### config.mk
export PLATFORM = sky130hd
export DESIGN_NAME = result_buffer
export DESIGN_NICKNAME = d
export VERILOG_FILES = /design/src/rtl/result_buffer.sv
export SDC_FILE = /design/constraint.sdc
export NUM_CORES = 1
export LEC_CHECK = 0
export BUFFER_PORTS_ARGS = -buffer_cell sky130_fd_sc_hd__buf_2
export CAP_MARGIN = 20
export CORE_MARGIN = 8
export CORE_UTILIZATION = 55
export CTS_BUF_LIST = sky130_fd_sc_hd__clkbuf_8
export CTS_CLUSTER_SIZE = 8
export DETAILED_ROUTE_END_ITERATION = 10
export GPL_TIMING_DRIVEN = 1
export PLACE_DENSITY_LB_ADDON = 0.1
export SLEW_MARGIN = 20
export SYNTH_ARGS = -nofsm -noshare
export SYNTH_HDL_FRONTEND = slang
export SYNTH_SLANG_ARGS = --single-unit
### constraint.sdc
create_clock -name clk -period 11.29 [get_ports clk]
set_clock_uncertainty 0.2 [all_clocks]
set_input_delay 0.5645 -clock clk [delete_from_list [all_inputs] [get_ports clk]]
set_output_delay 0.5645 -clock clk [all_outputs]
set_load 0.01 [all_outputs]
### src/rtl/result_buffer.sv
// result_buffer: first-word-fall-through capture FIFO for single-cycle result pulses, with
// overflow tracking. Optional head parity output is enabled by RESULT_BUF_PARITY_EN.
module result_buffer #(
  parameter int unsigned DEPTH  = 8,
  parameter int unsigned DATA_W = 32
) (
  input  logic                       clk,
  input  logic                       rst,
  input  logic                       valid_out,
  input  logic [DATA_W-1:0]          data_out,
  output logic                       m_valid,
  output logic [DATA_W-1:0]          m_data,
  input  logic                       m_ready,
  output logic [$clog2(DEPTH):0]     level,
  output logic                       full,
  output logic                       empty,
  output logic                       overflow,
  output logic [7:0]                 drop_cnt,
  input  logic                       clr_ovf
`ifdef RESULT_BUF_PARITY_EN
  ,
  output logic                       m_par
`endif
);

  localparam int unsigned PtrW = $clog2(DEPTH);
  localparam int unsigned LvlW = PtrW + 1;
`ifdef RESULT_BUF_PARITY_EN
  localparam int unsigned EntryW = DATA_W + 1;
`else
  localparam int unsigned EntryW = DATA_W;
`endif

  typedef enum logic [1:0] {
    OccEmpty,
    OccPartial,
    OccFull
  } occ_e;

  logic [EntryW-1:0] r_mem [DEPTH];
  logic [PtrW-1:0]   r_wr_ptr;
  logic [PtrW-1:0]   r_rd_ptr;
  logic [LvlW-1:0]   r_level;
  logic              r_overflow;
  logic [7:0]        r_drop_cnt;

  occ_e              w_occ;
  logic              w_full;
  logic              w_empty;
  logic              w_push;
  logic              w_pop;
  logic              w_drop;
  logic [EntryW-1:0] w_wr_entry;
  logic [EntryW-1:0] w_head;

  // Occupancy state is purely a decode of the level counter.
  always_comb begin
    w_occ = OccPartial;
    if (r_level == '0) begin
      w_occ = OccEmpty;
    end else if (r_level == LvlW'(DEPTH)) begin
      w_occ = OccFull;
    end
  end

  assign w_full  = (w_occ == OccFull);
  assign w_empty = (w_occ == OccEmpty);

  assign w_pop  = !w_empty && m_ready;
  assign w_push = valid_out && (!w_full || w_pop);
  assign w_drop = valid_out && w_full && !w_pop;

`ifdef RESULT_BUF_PARITY_EN
  assign w_wr_entry = {^data_out, data_out};
`else
  assign w_wr_entry = data_out;
`endif

  // Storage is deliberately not reset; only pointers and level define validity.
  always_ff @(posedge clk) begin
    if (!rst && w_push) begin
      r_mem[r_wr_ptr] <= w_wr_entry;
    end
  end

  always_ff @(posedge clk) begin
    if (rst) begin
      r_wr_ptr <= '0;
      r_rd_ptr <= '0;
      r_level  <= '0;
    end else begin
      if (w_push) begin
        r_wr_ptr <= r_wr_ptr + 1'b1;
      end
      if (w_pop) begin
        r_rd_ptr <= r_rd_ptr + 1'b1;
      end
      r_level <= r_level + LvlW'(w_push) - LvlW'(w_pop);
    end
  end

  // A drop in the same cycle as a clear wins: the clear is applied, then the drop counted.
  always_ff @(posedge clk) begin
    if (rst) begin
      r_overflow <= 1'b0;
      r_drop_cnt <= '0;
    end else if (w_drop) begin
      r_overflow <= 1'b1;
      if (clr_ovf) begin
        r_drop_cnt <= 8'd1;
      end else if (r_drop_cnt != 8'hFF) begin
        r_drop_cnt <= r_drop_cnt + 8'd1;
      end
    end else if (clr_ovf) begin
      r_overflow <= 1'b0;
      r_drop_cnt <= '0;
    end
  end

  assign w_head   = r_mem[r_rd_ptr];
  assign m_valid  = !w_empty;
  assign m_data   = w_head[DATA_W-1:0];
  assign level    = r_level;
  assign full     = w_full;
  assign empty    = w_empty;
  assign overflow = r_overflow;
  assign drop_cnt = r_drop_cnt;

`ifdef RESULT_BUF_PARITY_EN
  assign m_par = !w_empty && w_head[DATA_W];
`endif

endmodule

# --- After elaboration in Yosys (flattened, before gate mapping) ---
# Memory sizes are Yosys's and may differ from the RTL's. A register that Yosys moved wholly into a read port is not among the register bits.
# Cells that the tools add are included.
word_totals:
  mem_bits_rw: 256
  memories: 1
  regBits: 19
  rom_bits: 0
  out_inout_bits: 48
  inputBits: 37
  latchBits: 0
op_classes:
  muxes: 12
  n_div: 0
  magnitude_cmp: 0
  multipliers: 0
  n_shift: 0
  eq_ne: 3
  bitwise: 0
  addsub: 5
  n_reduce_logical: 15
mem_list:
  columns: ["name", "words", "word_bits", "read_ports", "rd_ports_with_merged_regs", "write_ports", "line_no", "rtl"]
  rows:
  - ["r_mem", 8, 32, 1, 1, 1, "40", "logic [EntryW-1:0] r_mem [DEPTH];"]
op_table:
  columns: ["operator", "n"]
  rows:
  - ["8-bit two-way mux", 4]
  - ["8-bit by 1-bit adder with 8-bit output (second input constant)", 1]
  - ["8-bit != test (second input constant)", 1]
  - ["3-bit by 1-bit adder with 3-bit output (second input constant)", 2]
  - ["3-bit two-way mux", 2]
  - ["1-bit logical AND", 5]
  - ["4-bit by 1-bit adder with 4-bit output", 1]
  - ["4-bit equality test (second input constant)", 1]
  - ["1-bit logical NOT", 4]
  - ["4-bit logical NOT", 1]
  - ["1-bit two-way mux", 4]
  - ["2-bit two-way mux", 2]
  - ["2-bit nonzero test", 2]
  - ["4-bit by 1-bit subtractor with 4-bit output", 1]
  - ["2-bit equality test (second input constant)", 1]
  - ["2-bit logical NOT", 1]
  - ["2-bit AND reduction", 1]
  - ["1-bit logical OR", 1]

# --- Depth between registers and ports, before layout ---
depth:
  word_depth: 11
  mapped_depth: 11
  depth_no_buf: 10

# --- Worst setup path after synthesis ---
# OpenSTA, ideal clock, no wires.
synth_timing:
  kind: "register -> register"
  start: "reg r_level[2], in the netlist level[2]"
  end: "mem r_mem[2][0] (netlist bit) (enable)"
  arrival_time_ns: 4.631
  synth_period_minus_slack_ns: 5.344
  slack_ns: 5.946
  stages_incl_launch_ff: 7
  cell_sequence: "dfxtp_1 > inv_1 > ha_1 > or4b_4 > o21ai_2 > or2_2 > nor4b_1"
synth_via:
  elab_chain_cells: 11
synth_lines:
  columns: ["item", "line_no", "rtl"]
  rows:
  - ["start: declaration", "43", "logic [LvlW-1:0] r_level;"]
  - ["start signal: assignment", "98", "r_level <= r_level + LvlW'(w_push) - LvlW'(w_pop);"]
  - ["4-bit equality test", "61", "end else if (r_level == LvlW'(DEPTH)) begin"]
  - ["2-bit two-way mux", "61", null]
  - ["2-bit two-way mux *", "59", "if (r_level == '0) begin"]
  - ["2-bit logical NOT", "67", "assign w_empty = (w_occ == OccEmpty);"]
  - ["1-bit logical NOT", "69", "assign w_pop = !w_empty && m_ready;"]
  - ["1-bit logical AND", "69", null]
  - ["1-bit logical OR *", "70", "assign w_push = valid_out && (!w_full || w_pop);"]
  - ["1-bit logical AND *", "70", null]
  - ["1-bit logical AND *", "81", "if (!rst && w_push) begin"]
  - ["1-bit two-way mux *", "81", null]
  - ["1-bit two-way mux (not written as such) *", "82", "r_mem[r_wr_ptr] <= w_wr_entry;"]
  - ["end: declaration", "40", null]
# Mark *: on every way between the ends. The rest lies on a longest branch, timed or not.

==> flow_summary.json <==
{
  "outcome": "finished clean",
  "ys_async_sr_fraction_pct": 0,
  "seq_area_um2": 8137,
  "critPathRequiredTime_ns": 10.53,
  "antenna_found_initial": 2,
  "fill_cells": 1393,
  "yosys.area.top_type": "edfxtp_1",
  "setup_viol": 0,
  "endpoint_kind": "output pin",
  "drt_first_pass_iters": 4,
  "synthFlopType": "edfxtp_1",
  "synth_top_area_share_pct": 71.64,
  "rsz0062_at_grt": "no",
  "grt_pass1_wl_um": 31610,
  "final-hold-violation-count": 0,
  "yosysUniqueCellTypes": 43,
  "arrival_ns": 3.02,
  "timing.fmax_mhz": 263.9,
  "hp-start": "data_out[26]",
  "ant_nets": 0,
  "drc_errors": 0,
  "synth_edf_count": 256,
  "clkLatencyLatePin_ns": 0.54,
  "grt_pass1_vias": 5754,
  "period_share_pct": 33.56,
  "viasPerCell": 5.689,
  "worstSetupPathType": "flip-flop to output pin",
  "htreeDepth": 2,
  "cp-start-kind": "flip-flop",
  "max-cap-violations": 0,
  "drt-total-wl_um": 20410,
  "ir_drop_mv": 0.1215,
  "met2_usage_pct": 29.12,
  "clockPowerShare_pct": 31.6,
  "dp.final_hpwl_um": 11740,
  "port-buffer-count": 84,
  "die_h_um": 155.7,
  "leakage_nw": 4.115,
  "final_nets": 670,
  "clock_sink_count": 278,
  "ys_warn_count": 0,
  "hold_class": "primary input to flip-flop",
  "cts_hold_buf": 0,
  "grt_usage_pct": 17.29,
  "area_growth_pct": 14.89,
  "reg2reg_from": "level[2]",
  "post-route-util_pct": 63.76,
  "top_usage_layer": "met2",
  "start_util_pct": 55.50,
  "ys_top_cells_by_area": "edfxtp_1, mux4_2, dfxtp_1",
  "cts.clk_slew.worst_paths_ns": 0.06,
  "reg2reg_slack_ns": 8.50,
  "synth_seq_cells": 278,
  "overflow": 0,
  "layout_min_cycle_time_ns": 3.789,
  "num_antenna_cells": 0,
  "wl_per_cell_um": 22.26,
  "cellPowerDensity_nw_per_um2": 194.9,
  "totalNegativeSetupSlack_ns": 0,
  "netlist_area_um2": 10730,
  "grt_max_degree": 65,
  "root_buffer": "clkbuf_8",
  "row_count": 51,
  "switching_share_pct": 25.03,
  "final_cell_mix": "edfxtp_1, buf_2, mux4_2",
  "hold_ws_ns": 0.09820,
  "use_met1_pct": 21.84,
  "multi_input_area_um2": 2510,
  "tightestPinTransition_ns": 1.098,
  "cts_buffers": 45,
  "synth_fp_nets": 547,
  "layout_commonest_cell": "edfxtp_1",
  "drive_gt1_share_pct": 40.95,
  "drt_iter0_markers": 307,
  "clockBufferDepth": 3,
  "synth_cells": 501,
  "yosysSeqAreaShare_pct": 75.75,
  "slew_headroom_pct": 26.77,
  "core_um2": 19330,
  "die_area_um2": 24230,
  "p_int_mw": 1.801,
  "cts_tree": "done",
  "final_area_um2": 12330,
  "worstPathMaxFanout": 46,
  "dpl_cell_area_um2": 11550,
  "slew_viol_final": 0,
  "gp_congestion": 0.7851,
  "io_pins": 85,
  "avgSynthCellArea_um2": 21.42,
  "die_w_um": 155.7,
  "postCtsSetupRepairBufs": 0,
  "ctsResizeCount": 0,
  "power_frac_comb_pct": 18.2,
  "p_seq_share_pct": 50.2,
  "vias": 5217,
  "switching_power_mw": 0.6014,
  "grtUsageMet3_pct": 4.654
}
[final cells by class]
cell class,instances,share of cell area [%]
clock inverter,29,1.208
sequential,278,66.00
inverter,8,0.2842
clock buffer,46,5.135
multi-input combinational,192,20.36
tap,265,2.690
timing repair buffer,99,4.324
[sequential cells by signal (all words and copies together), names as in the netlist, named ones only]
| signal | flops |
|---|---|
| r_wr_ptr | 3 |
| r_rd_ptr | 3 |
| r_mem | 256 |
| level | 4 |
| overflow | 1 |
| drop_cnt | 8 |
[power by group through the flow]
stage                     logic, mW  clock network, mW  registers, mW
final                         0.437              0.759           1.21
after global routing          0.480              0.826           1.21
after CTS                     0.449              0.779           1.21
after detailed placement      0.446                  0           1.23
after global placement        0.440                  0           1.23
after floorplan               0.353                  0           1.19
[cell usage after synthesis, types with 3 or more instances]
library cell / instances
a21oi_1: 6
a31oi_1: 3
buf_2: 8
clkbuf_1: 12
dfxtp_1: 22
edfxtp_1: 256
ha_1: 8
inv_1: 7
mux2_2: 32
mux4_2: 64
nand2_1: 10
nand2b_1: 3
nand3_1: 15
nor2_1: 11
nor3_1: 4
o211ai_1: 3
or2_2: 3
xor2_1: 3
[path summary, 6_finish.rpt]
| path | endpoint | cells past startpoint |
|---|---|---|
| setup / recovery | m_data[29] | 4 |
| hold reg to reg | overflow | 2 |
| setup reg to reg | r_mem[7][14] | 6 |
| hold / removal | r_mem[6][26] | 1 |
[logic make-up after synthesis]
logic type	count (synthesis)	share of synthesized area, %
mux	98	16.98
fa+ha+maj	9	1.119
simple gates	60	3.125
buf+inv	31	1.329
xor+xnor	5	0.4082
flops	278	75.75
compound gates	20	1.294
[through the flow]
| step | total power, mW | worst slack (ns) | std cells |
|---|---|---|---|
| floorplan | 1.541 | 5.946 | 501 |
| global placement | 1.668 | 7.994 | 842 |
| detailed placement | 1.677 | 7.980 | 842 |
| CTS | 2.437 | 7.394 | 917 |
| global route | 2.519 | 7.272 | 917 |
| finish | 2.402 | 7.501 | 917 |
[layer usage]
| metal | up-vias | share of wire [%] |
|---|---|---|
| met4 | 4 | 1.3 |
| met3 | 26 | 5.6 |
| met1 | 2725 | 43 |
| li1 | 2322 | - |
| met2 | 140 | 50 |
| met5 | - | 0.12 |
[worst max-delay path: stages, from the launching register on]
cell	delay (ns)
dfxtp_4	0.60
buf_4	0.80
mux4_2	0.61
mux2_2	0.29
buf_2	0.15
No activity file was read; power rests on OpenSTA's default activity.
